## config.mk

```make
export PLATFORM = sky130hd
export DESIGN_NAME = wb_i2c_sequencer
export DESIGN_NICKNAME = d
export VERILOG_FILES = /design/src/rtl/wb_i2c_sequencer.sv
export SDC_FILE = /design/constraint.sdc
export NUM_CORES = 1
export LEC_CHECK = 0
export ABC_AREA = 1
export CORE_AREA = 3 3 92 94
export CTS_BUF_LIST = sky130_fd_sc_hd__clkbuf_8
export DETAILED_ROUTE_END_ITERATION = 12
export DIE_AREA = 0 0 95 97
export PLACE_DENSITY = 0.77
export RECOVER_POWER = 100
export SLEW_MARGIN = 5
export SYNTH_ARGS = -nofsm -noshare
export SYNTH_HDL_FRONTEND = slang
export SYNTH_SLANG_ARGS = --single-unit
```

## constraint.sdc

```tcl
create_clock -name clk_i -period 1.7 [get_ports clk_i]
set_input_delay 0.34 -clock clk_i [delete_from_list [all_inputs] [get_ports clk_i]]
set_output_delay 0.34 -clock clk_i [all_outputs]
set_load 0.03 [all_outputs]
```

## src/rtl/wb_i2c_sequencer.sv

```systemverilog
// Wishbone master that turns single-byte I2C requests into I2CMB register
// sequences (CSR/DPR/CMDR). It waits on the core interrupt between commands.
module wb_i2c_sequencer #(
    parameter int          ADDR_WIDTH     = 2,
    parameter int          DATA_WIDTH     = 8,
    parameter int unsigned TIMEOUT_CYCLES = 65535
) (
    input  logic                  clk_i,
    input  logic                  rst_i,
    input  logic                  req_valid_i,
    output logic                  req_ready_o,
    input  logic                  req_rw_i,
    input  logic [3:0]            req_bus_i,
    input  logic [6:0]            req_addr_i,
    input  logic [7:0]            req_data_i,
    output logic                  rsp_valid_o,
    input  logic                  rsp_ready_i,
    output logic [7:0]            rsp_data_o,
    output logic [2:0]            rsp_status_o,
    output logic                  cyc_o,
    output logic                  stb_o,
    output logic                  we_o,
    output logic [ADDR_WIDTH-1:0] adr_o,
    output logic [DATA_WIDTH-1:0] dat_o,
    input  logic [DATA_WIDTH-1:0] dat_i,
    input  logic                  ack_i,
    input  logic                  irq_i
);

    typedef enum logic [3:0] {
        S_ENABLE, S_IDLE, S_SETBUS, S_START, S_ADDR,
        S_DATA, S_READ_DPR, S_STOP, S_RESP
    } state_t;

    typedef enum logic [1:0] {
        PH_DPR, PH_CMD, PH_WAIT, PH_RDCMD
    } phase_t;

    localparam logic [ADDR_WIDTH-1:0] A_CSR  = ADDR_WIDTH'(0);
    localparam logic [ADDR_WIDTH-1:0] A_DPR  = ADDR_WIDTH'(1);
    localparam logic [ADDR_WIDTH-1:0] A_CMDR = ADDR_WIDTH'(2);

    localparam int TMO_W = (TIMEOUT_CYCLES > 1) ? $clog2(TIMEOUT_CYCLES) : 1;
    localparam logic [TMO_W-1:0] TMO_LAST =
        TMO_W'((TIMEOUT_CYCLES == 0) ? 0 : TIMEOUT_CYCLES - 1);

    localparam logic [2:0] ST_OK   = 3'b000;
    localparam logic [2:0] ST_NAK  = 3'b001;
    localparam logic [2:0] ST_AL   = 3'b010;
    localparam logic [2:0] ST_ERR  = 3'b011;
    localparam logic [2:0] ST_TMO  = 3'b100;

    state_t                state_q, state_d;
    phase_t                phase_q, phase_d;
    logic                  enabled_q, enabled_d;
    logic                  req_ready_q, req_ready_d;
    logic                  rw_q, rw_d;
    logic [3:0]            bus_q, bus_d;
    logic [6:0]            addr_q, addr_d;
    logic [7:0]            data_q, data_d;
    logic                  rsp_valid_q, rsp_valid_d;
    logic [7:0]            rsp_data_q, rsp_data_d;
    logic [2:0]            rsp_status_q, rsp_status_d;
    logic                  cyc_q, cyc_d;
    logic                  stb_q, stb_d;
    logic                  we_q, we_d;
    logic [ADDR_WIDTH-1:0] adr_q, adr_d;
    logic [DATA_WIDTH-1:0] dat_q, dat_d;
    logic [TMO_W-1:0]      tmo_q, tmo_d;

    logic                  acc_go;
    logic                  acc_we;
    logic [ADDR_WIDTH-1:0] acc_adr;
    logic [7:0]            acc_byte;
    logic [7:0]            dpr_wdata;
    logic [7:0]            cmd_code;
    logic [7:0]            cmdr_rd;
    state_t                next_step;
    logic                  go_resp;

    // First register access of each transfer step.
    function automatic phase_t entry_phase(input state_t s, input logic rw);
        case (s)
            S_SETBUS, S_ADDR, S_READ_DPR: entry_phase = PH_DPR;
            S_DATA:                       entry_phase = rw ? PH_CMD : PH_DPR;
            default:                      entry_phase = PH_CMD;
        endcase
    endfunction

    always_comb begin
        case (state_q)
            S_SETBUS: dpr_wdata = {4'b0000, bus_q};
            S_ADDR:   dpr_wdata = {addr_q, rw_q};
            S_DATA:   dpr_wdata = data_q;
            default:  dpr_wdata = 8'h00;
        endcase
        case (state_q)
            S_SETBUS: cmd_code = 8'h06;
            S_START:  cmd_code = 8'h04;
            S_ADDR:   cmd_code = 8'h01;
            S_DATA:   cmd_code = rw_q ? 8'h03 : 8'h01;
            default:  cmd_code = 8'h05;
        endcase
        case (state_q)
            S_SETBUS: next_step = S_START;
            S_START:  next_step = S_ADDR;
            S_ADDR:   next_step = S_DATA;
            S_DATA:   next_step = rw_q ? S_READ_DPR : S_STOP;
            default:  next_step = S_RESP;
        endcase
    end

    assign cmdr_rd = dat_i[7:0];

    always_comb begin
        state_d      = state_q;
        phase_d      = phase_q;
        enabled_d    = enabled_q;
        req_ready_d  = req_ready_q;
        rw_d         = rw_q;
        bus_d        = bus_q;
        addr_d       = addr_q;
        data_d       = data_q;
        rsp_valid_d  = rsp_valid_q;
        rsp_data_d   = rsp_data_q;
        rsp_status_d = rsp_status_q;
        cyc_d        = cyc_q;
        stb_d        = stb_q;
        we_d         = we_q;
        adr_d        = adr_q;
        dat_d        = dat_q;
        tmo_d        = tmo_q;
        acc_go       = 1'b0;
        acc_we       = 1'b0;
        acc_adr      = '0;
        acc_byte     = '0;
        go_resp      = 1'b0;

        // The bus cycle ends on the ack edge; the next access can only be
        // launched from a cycle where cyc_q is low, giving one idle cycle.
        if (cyc_q && ack_i) begin
            cyc_d = 1'b0;
            stb_d = 1'b0;
            we_d  = 1'b0;
            adr_d = '0;
            dat_d = '0;
        end

        case (state_q)
            S_ENABLE: begin
                if (!cyc_q) begin
                    acc_go   = 1'b1;
                    acc_we   = 1'b1;
                    acc_adr  = A_CSR;
                    acc_byte = 8'hC0;
                end else if (ack_i) begin
                    enabled_d   = 1'b1;
                    req_ready_d = 1'b1;
                    state_d     = S_IDLE;
                end
            end

            S_IDLE: begin
                if (req_valid_i && req_ready_q && enabled_q) begin
                    rw_d         = req_rw_i;
                    bus_d        = req_bus_i;
                    addr_d       = req_addr_i;
                    data_d       = req_data_i;
                    req_ready_d  = 1'b0;
                    rsp_data_d   = '0;
                    rsp_status_d = ST_OK;
                    state_d      = S_SETBUS;
                    phase_d      = PH_DPR;
                end
            end

            S_RESP: begin
                if (rsp_ready_i) begin
                    rsp_valid_d  = 1'b0;
                    rsp_data_d   = '0;
                    rsp_status_d = '0;
                    req_ready_d  = 1'b1;
                    state_d      = S_IDLE;
                end
            end

            default: begin
                case (phase_q)
                    PH_DPR: begin
                        if (!cyc_q) begin
                            acc_go   = 1'b1;
                            acc_we   = (state_q != S_READ_DPR);
                            acc_adr  = A_DPR;
                            acc_byte = dpr_wdata;
                        end else if (ack_i) begin
                            if (state_q == S_READ_DPR) begin
                                rsp_data_d = dat_i[7:0];
                                state_d    = S_STOP;
                            end
                            phase_d = PH_CMD;
                        end
                    end

                    PH_CMD: begin
                        if (!cyc_q) begin
                            acc_go   = 1'b1;
                            acc_we   = 1'b1;
                            acc_adr  = A_CMDR;
                            acc_byte = cmd_code;
                        end else if (ack_i) begin
                            phase_d = PH_WAIT;
                            tmo_d   = '0;
                        end
                    end

                    PH_WAIT: begin
                        if (irq_i) begin
                            phase_d = PH_RDCMD;
                        end else if (TIMEOUT_CYCLES != 0) begin
                            if (tmo_q == TMO_LAST) begin
                                rsp_status_d = ST_TMO;
                                go_resp      = 1'b1;
                            end else begin
                                tmo_d = tmo_q + TMO_W'(1);
                            end
                        end
                    end

                    default: begin
                        if (!cyc_q) begin
                            acc_go  = 1'b1;
                            acc_adr = A_CMDR;
                        end else if (ack_i) begin
                            // ERR > AL > NAK; a NAK on the final read byte is expected.
                            if (cmdr_rd[4]) begin
                                rsp_status_d = ST_ERR;
                                go_resp      = 1'b1;
                            end else if (cmdr_rd[5]) begin
                                rsp_status_d = ST_AL;
                                go_resp      = 1'b1;
                            end else if (cmdr_rd[6] &&
                                         (state_q == S_ADDR ||
                                          (state_q == S_DATA && !rw_q))) begin
                                rsp_status_d = ST_NAK;
                                state_d      = S_STOP;
                                phase_d      = PH_CMD;
                            end else if (next_step == S_RESP) begin
                                go_resp = 1'b1;
                            end else begin
                                state_d = next_step;
                                phase_d = entry_phase(next_step, rw_q);
                            end
                        end
                    end
                endcase
            end
        endcase

        if (go_resp) begin
            state_d     = S_RESP;
            rsp_valid_d = 1'b1;
        end

        if (acc_go) begin
            cyc_d = 1'b1;
            stb_d = 1'b1;
            we_d  = acc_we;
            adr_d = acc_adr;
            dat_d = acc_we ? DATA_WIDTH'(acc_byte) : '0;
        end
    end

    always_ff @(posedge clk_i or negedge rst_i) begin
        if (!rst_i) begin
            state_q      <= S_ENABLE;
            phase_q      <= PH_DPR;
            enabled_q    <= 1'b0;
            req_ready_q  <= 1'b0;
            rw_q         <= 1'b0;
            bus_q        <= '0;
            addr_q       <= '0;
            data_q       <= '0;
            rsp_valid_q  <= 1'b0;
            rsp_data_q   <= '0;
            rsp_status_q <= '0;
            cyc_q        <= 1'b0;
            stb_q        <= 1'b0;
            we_q         <= 1'b0;
            adr_q        <= '0;
            dat_q        <= '0;
            tmo_q        <= '0;
        end else begin
            state_q      <= state_d;
            phase_q      <= phase_d;
            enabled_q    <= enabled_d;
            req_ready_q  <= req_ready_d;
            rw_q         <= rw_d;
            bus_q        <= bus_d;
            addr_q       <= addr_d;
            data_q       <= data_d;
            rsp_valid_q  <= rsp_valid_d;
            rsp_data_q   <= rsp_data_d;
            rsp_status_q <= rsp_status_d;
            cyc_q        <= cyc_d;
            stb_q        <= stb_d;
            we_q         <= we_d;
            adr_q        <= adr_d;
            dat_q        <= dat_d;
            tmo_q        <= tmo_d;
        end
    end

    assign req_ready_o  = req_ready_q;
    assign rsp_valid_o  = rsp_valid_q;
    assign rsp_data_o   = rsp_data_q;
    assign rsp_status_o = rsp_status_q;
    assign cyc_o        = cyc_q;
    assign stb_o        = stb_q;
    assign we_o         = we_q;
    assign adr_o        = adr_q;
    assign dat_o        = dat_q;

endmodule

```

==> summary.md <==
| Metric | Value |
|---|---|
| Layout cells sized above 1 | `21.6%` |
| First-pass GRT wire length | `16.8 mm` |
| Syn_nets | `580` |
| Worst slew pin tran | `921 ps` |
| Final HPWL DP | `7.50 mm` |
| Endpoints failing setup | `3` |
| Starting Density | `50.3%` |
| Total track usage | `22.7%` |
| Clock transition at path regs | `80 ps` |
| DRT iter0 DRCs | `331` |
| Min-delay worst type | `input port to async pin` |
| Post-CTS Hold Buffers | `0` |
| Max-slew headroom | `38.6%` |
| Unrepaired setup endpoints after global routing | `yes` |
| P_leak | `2.71 nW` |
| Placed Cells | `735` |
| Drt drc | `0` |
| Routed len/inst | `13.9 um` |
| Final worst setup slack | `-13.8 ps` |
| Die X | `95 um` |
| Async S/R FF share, synth | `100%` |
| Netlist area before placement | `3880 um2` |
| Syn Inst Count | `539` |
| Met3 Usage GRT | `3.27%` |
| Crit path buf inv count | `2` |
| Family with the most delay on the worst path | `simple AND/OR/NAND/NOR gates` |
| Die area | `9220 um2` |
| FMAX | `0.584 GHz` |
| Cell Pwr Density | `1800 nW/um2` |
| Port buffer count | `59` |
| Final Hold Violating Endpoints | `0` |
| CTS root buffer | `clkbuf_8` |
| Final Core Density | `69.8%` |
| H-Tree Depth | `3` |
| Syn Area/Cell | `7.21 um2` |
| Startpoint Class | `flop` |
| Max-cap violations | `0` |
| Number of nets in the layout | `694` |
| Post-route clock period utilization | `101%` |
| Crit-path max FO | `10` |
| Final hold slack | `226 ps` |
| Most used DFF post-synth | `dfrtp_1` |
| Clock skew | `10.5 ps` |
| Pin count of the biggest net entering global routing | `69` |
| Met2 Use GR | `37.4%` |
| Worst path cell trace | `nor2_4 -> nand2_2 -> buf_4 -> nand3_1 -> nand3_1 -> inv_1 -> nand2_1 -> nand3_1 -> nand2_1` |
| Skew-Pair Late Insertion Delay | `360 ps` |
| Num CTS Buffers | `9` |
| Routed wire length | `10.6 mm` |
| Core ar. | `7730 um2` |
| CTS tree | `built` |
| Area Growth Syn to Fin | `38.9%` |
| Max VDD drop | `0.843 mV` |
| First drt pass iteration count | `5` |
| Die Y-Extent | `97 um` |
| Post-synthesis cell type count | `36` |
| # IOs | `60` |
| Via count | `4000` |
| Critical path data required time | `1950 ps` |
| Vias per cell | `5.26` |
| Sinks on Clock Net | `68` |
| Most used cell, CP | `nand3_1` |
| Clock Tree Buf Depth | `2` |
| Failing checks | `negative setup slack` |
| Worst stage delay on the critical path | `450 ps` |
| FP Rows | `32` |
| CP arrival | `1960 ps` |
| Vias in the first global route | `3670` |
| Overall power after layout | `9.70 mW` |
| Post-layout min period | `1710 ps` |
| Post-synth EDFFs | `0` |
| Antenna cell count | `0` |
| Critical Path Sink Type | `flop` |
| Remaining Overflow, GRT | `0` |
| Ys Warns | `0` |
| Initial antenna violation count | `0` |
| Crit-path slowest cell | `dfrtp_1` |
| Layout Cells excl Fill | `760` |
| Flops & latches, synth | `68` |
| Crit Path Category | `flop to flop` |
| GR peak layer | `met2` |
| Routability cong. | `0.917` |
| ANT nets after route | `0` |
| Met1 GRT Util | `30.0%` |
| Final slew viol count | `0` |
| Seq/Total Area, Yosys | `43.8%` |
| Status | `finished with violations` |
==> worst paths after layout <==
kind / depth (start not counted) / endpoint / from / slack, ps
min in group clk_i: 2 / addr_q[2] / addr_q[2] / 480
max in group asynchronous: 2 / state_q[0] / rst_i / 830
worst max register to register: 9 / state_q[0] / state_q[2] / -10
worst max-delay path: 9 / state_q[0] / state_q[2] / -10
worst min-delay path: 2 / tmo_q[8] / rst_i / 230
worst min register to register: 2 / addr_q[2] / addr_q[2] / 480
==> synth_stat cells (3+ instances only) <==
library cell / number / area (um2)
nand2_1: 193 / 724
dfrtp_1: 68 / 1700
nor2_1: 55 / 206
nand3_1: 52 / 260
inv_1: 44 / 165
o21ai_0: 27 / 135
o21ai_1: 10 / 50.1
xor2_1: 10 / 87.6
buf_2: 9 / 45.0
nand4_1: 9 / 56.3
a21oi_1: 7 / 35.0
ha_1: 7 / 87.6
nor2_2: 7 / 43.8
o22ai_1: 4 / 25.0
buf_4: 3 / 22.5
clkbuf_1: 3 / 11.3
nor3_1: 3 / 15.0
xnor2_1: 3 / 26.3
==> where the power goes <==
group	leakage (nW)	total, mW	switching (mW)	internal (mW)
logic	1.72	5.62	3.43	2.20
registers	0.878	2.53	0.366	2.16
clock network	0.110	1.55	0.716	0.836
total	2.71	9.70	4.51	5.19
==> flip-flops by register name, summed over array words and instances (netlist names), 2 cells and up <==
name	flops
rsp_data_o	8
bus_q	4
phase_q	2
dat_o	8
rsp_status_o	3
adr_o	2
state_q	4
data_q	8
tmo_q	16
addr_q	7
==> placed cells by master, fill, tap and decap left out, drive strengths merged <==
cell	n
a21oi	8
dlygate4sd2	26
nor2	63
bufinv	2
o21ai	39
a31oi	1
nand2	194
xnor2	3
clkinv	2
nand4	9
nor3	3
ha	7
o22ai	4
and2	1
nor3b	1
buf	59
a21boi	3
o2111ai	1
or2	1
nand3	54
xor2	10
nand3b	2
o21bai	2
clkdlybuf4s50	32
clkinvlp	1
o31ai	1
inv	49
dfrtp	68
clkbuf	10
o211ai	2
==> stage by stage <==
| stage | cell area, um2 | setup TNS (ps) | worst slack (ps) |
|---|---|---|---|
| floorplan | 3880 | 0 | 9.93 |
| global placement | 4920 | -3120 | -111 |
| detailed placement | 4920 | -4580 | -186 |
| CTS | 5140 | 0 | 4.65 |
| global route | 5400 | -709 | -68.0 |
| finish | 5400 | -23.1 | -13.8 |
==> routing by layer <==
layer,vias to the layer above,part of all wire (%)
met5,-,0
met4,0,2.1
met3,27,5.1
met2,128,50
met1,1895,42
li1,1950,-
==> cells by family after synthesis <==
family                   synth area share [%]
flip-flops                               43.8
AND/OR/NAND/NOR                          35.5
buffers and inverters                    6.57
adder cells (fa/ha/maj)                  2.26
AO/OA/AOI/OAI                            8.92
XOR/XNOR                                 2.93
==> cell type report <==
class,instances,area [um2]
timing repair buffer,118,1030
fill,628,2330
clock inverter,7,98.8
clock buffer,9,124
sequential,68,1710
tap,102,128
multi-input combinational,409,2130
inverter,47,179
==> repair_timing <==
item / in CTS / in global routing
resized for setup: 35 / 61
pin swaps: 2 / 20
endpoints found under the hold margin: 0 / 0
setup endpoints to repair: 45 / 57
buffers inserted: 0 / 9
No activity file was read; power rests on OpenSTA's default activity.
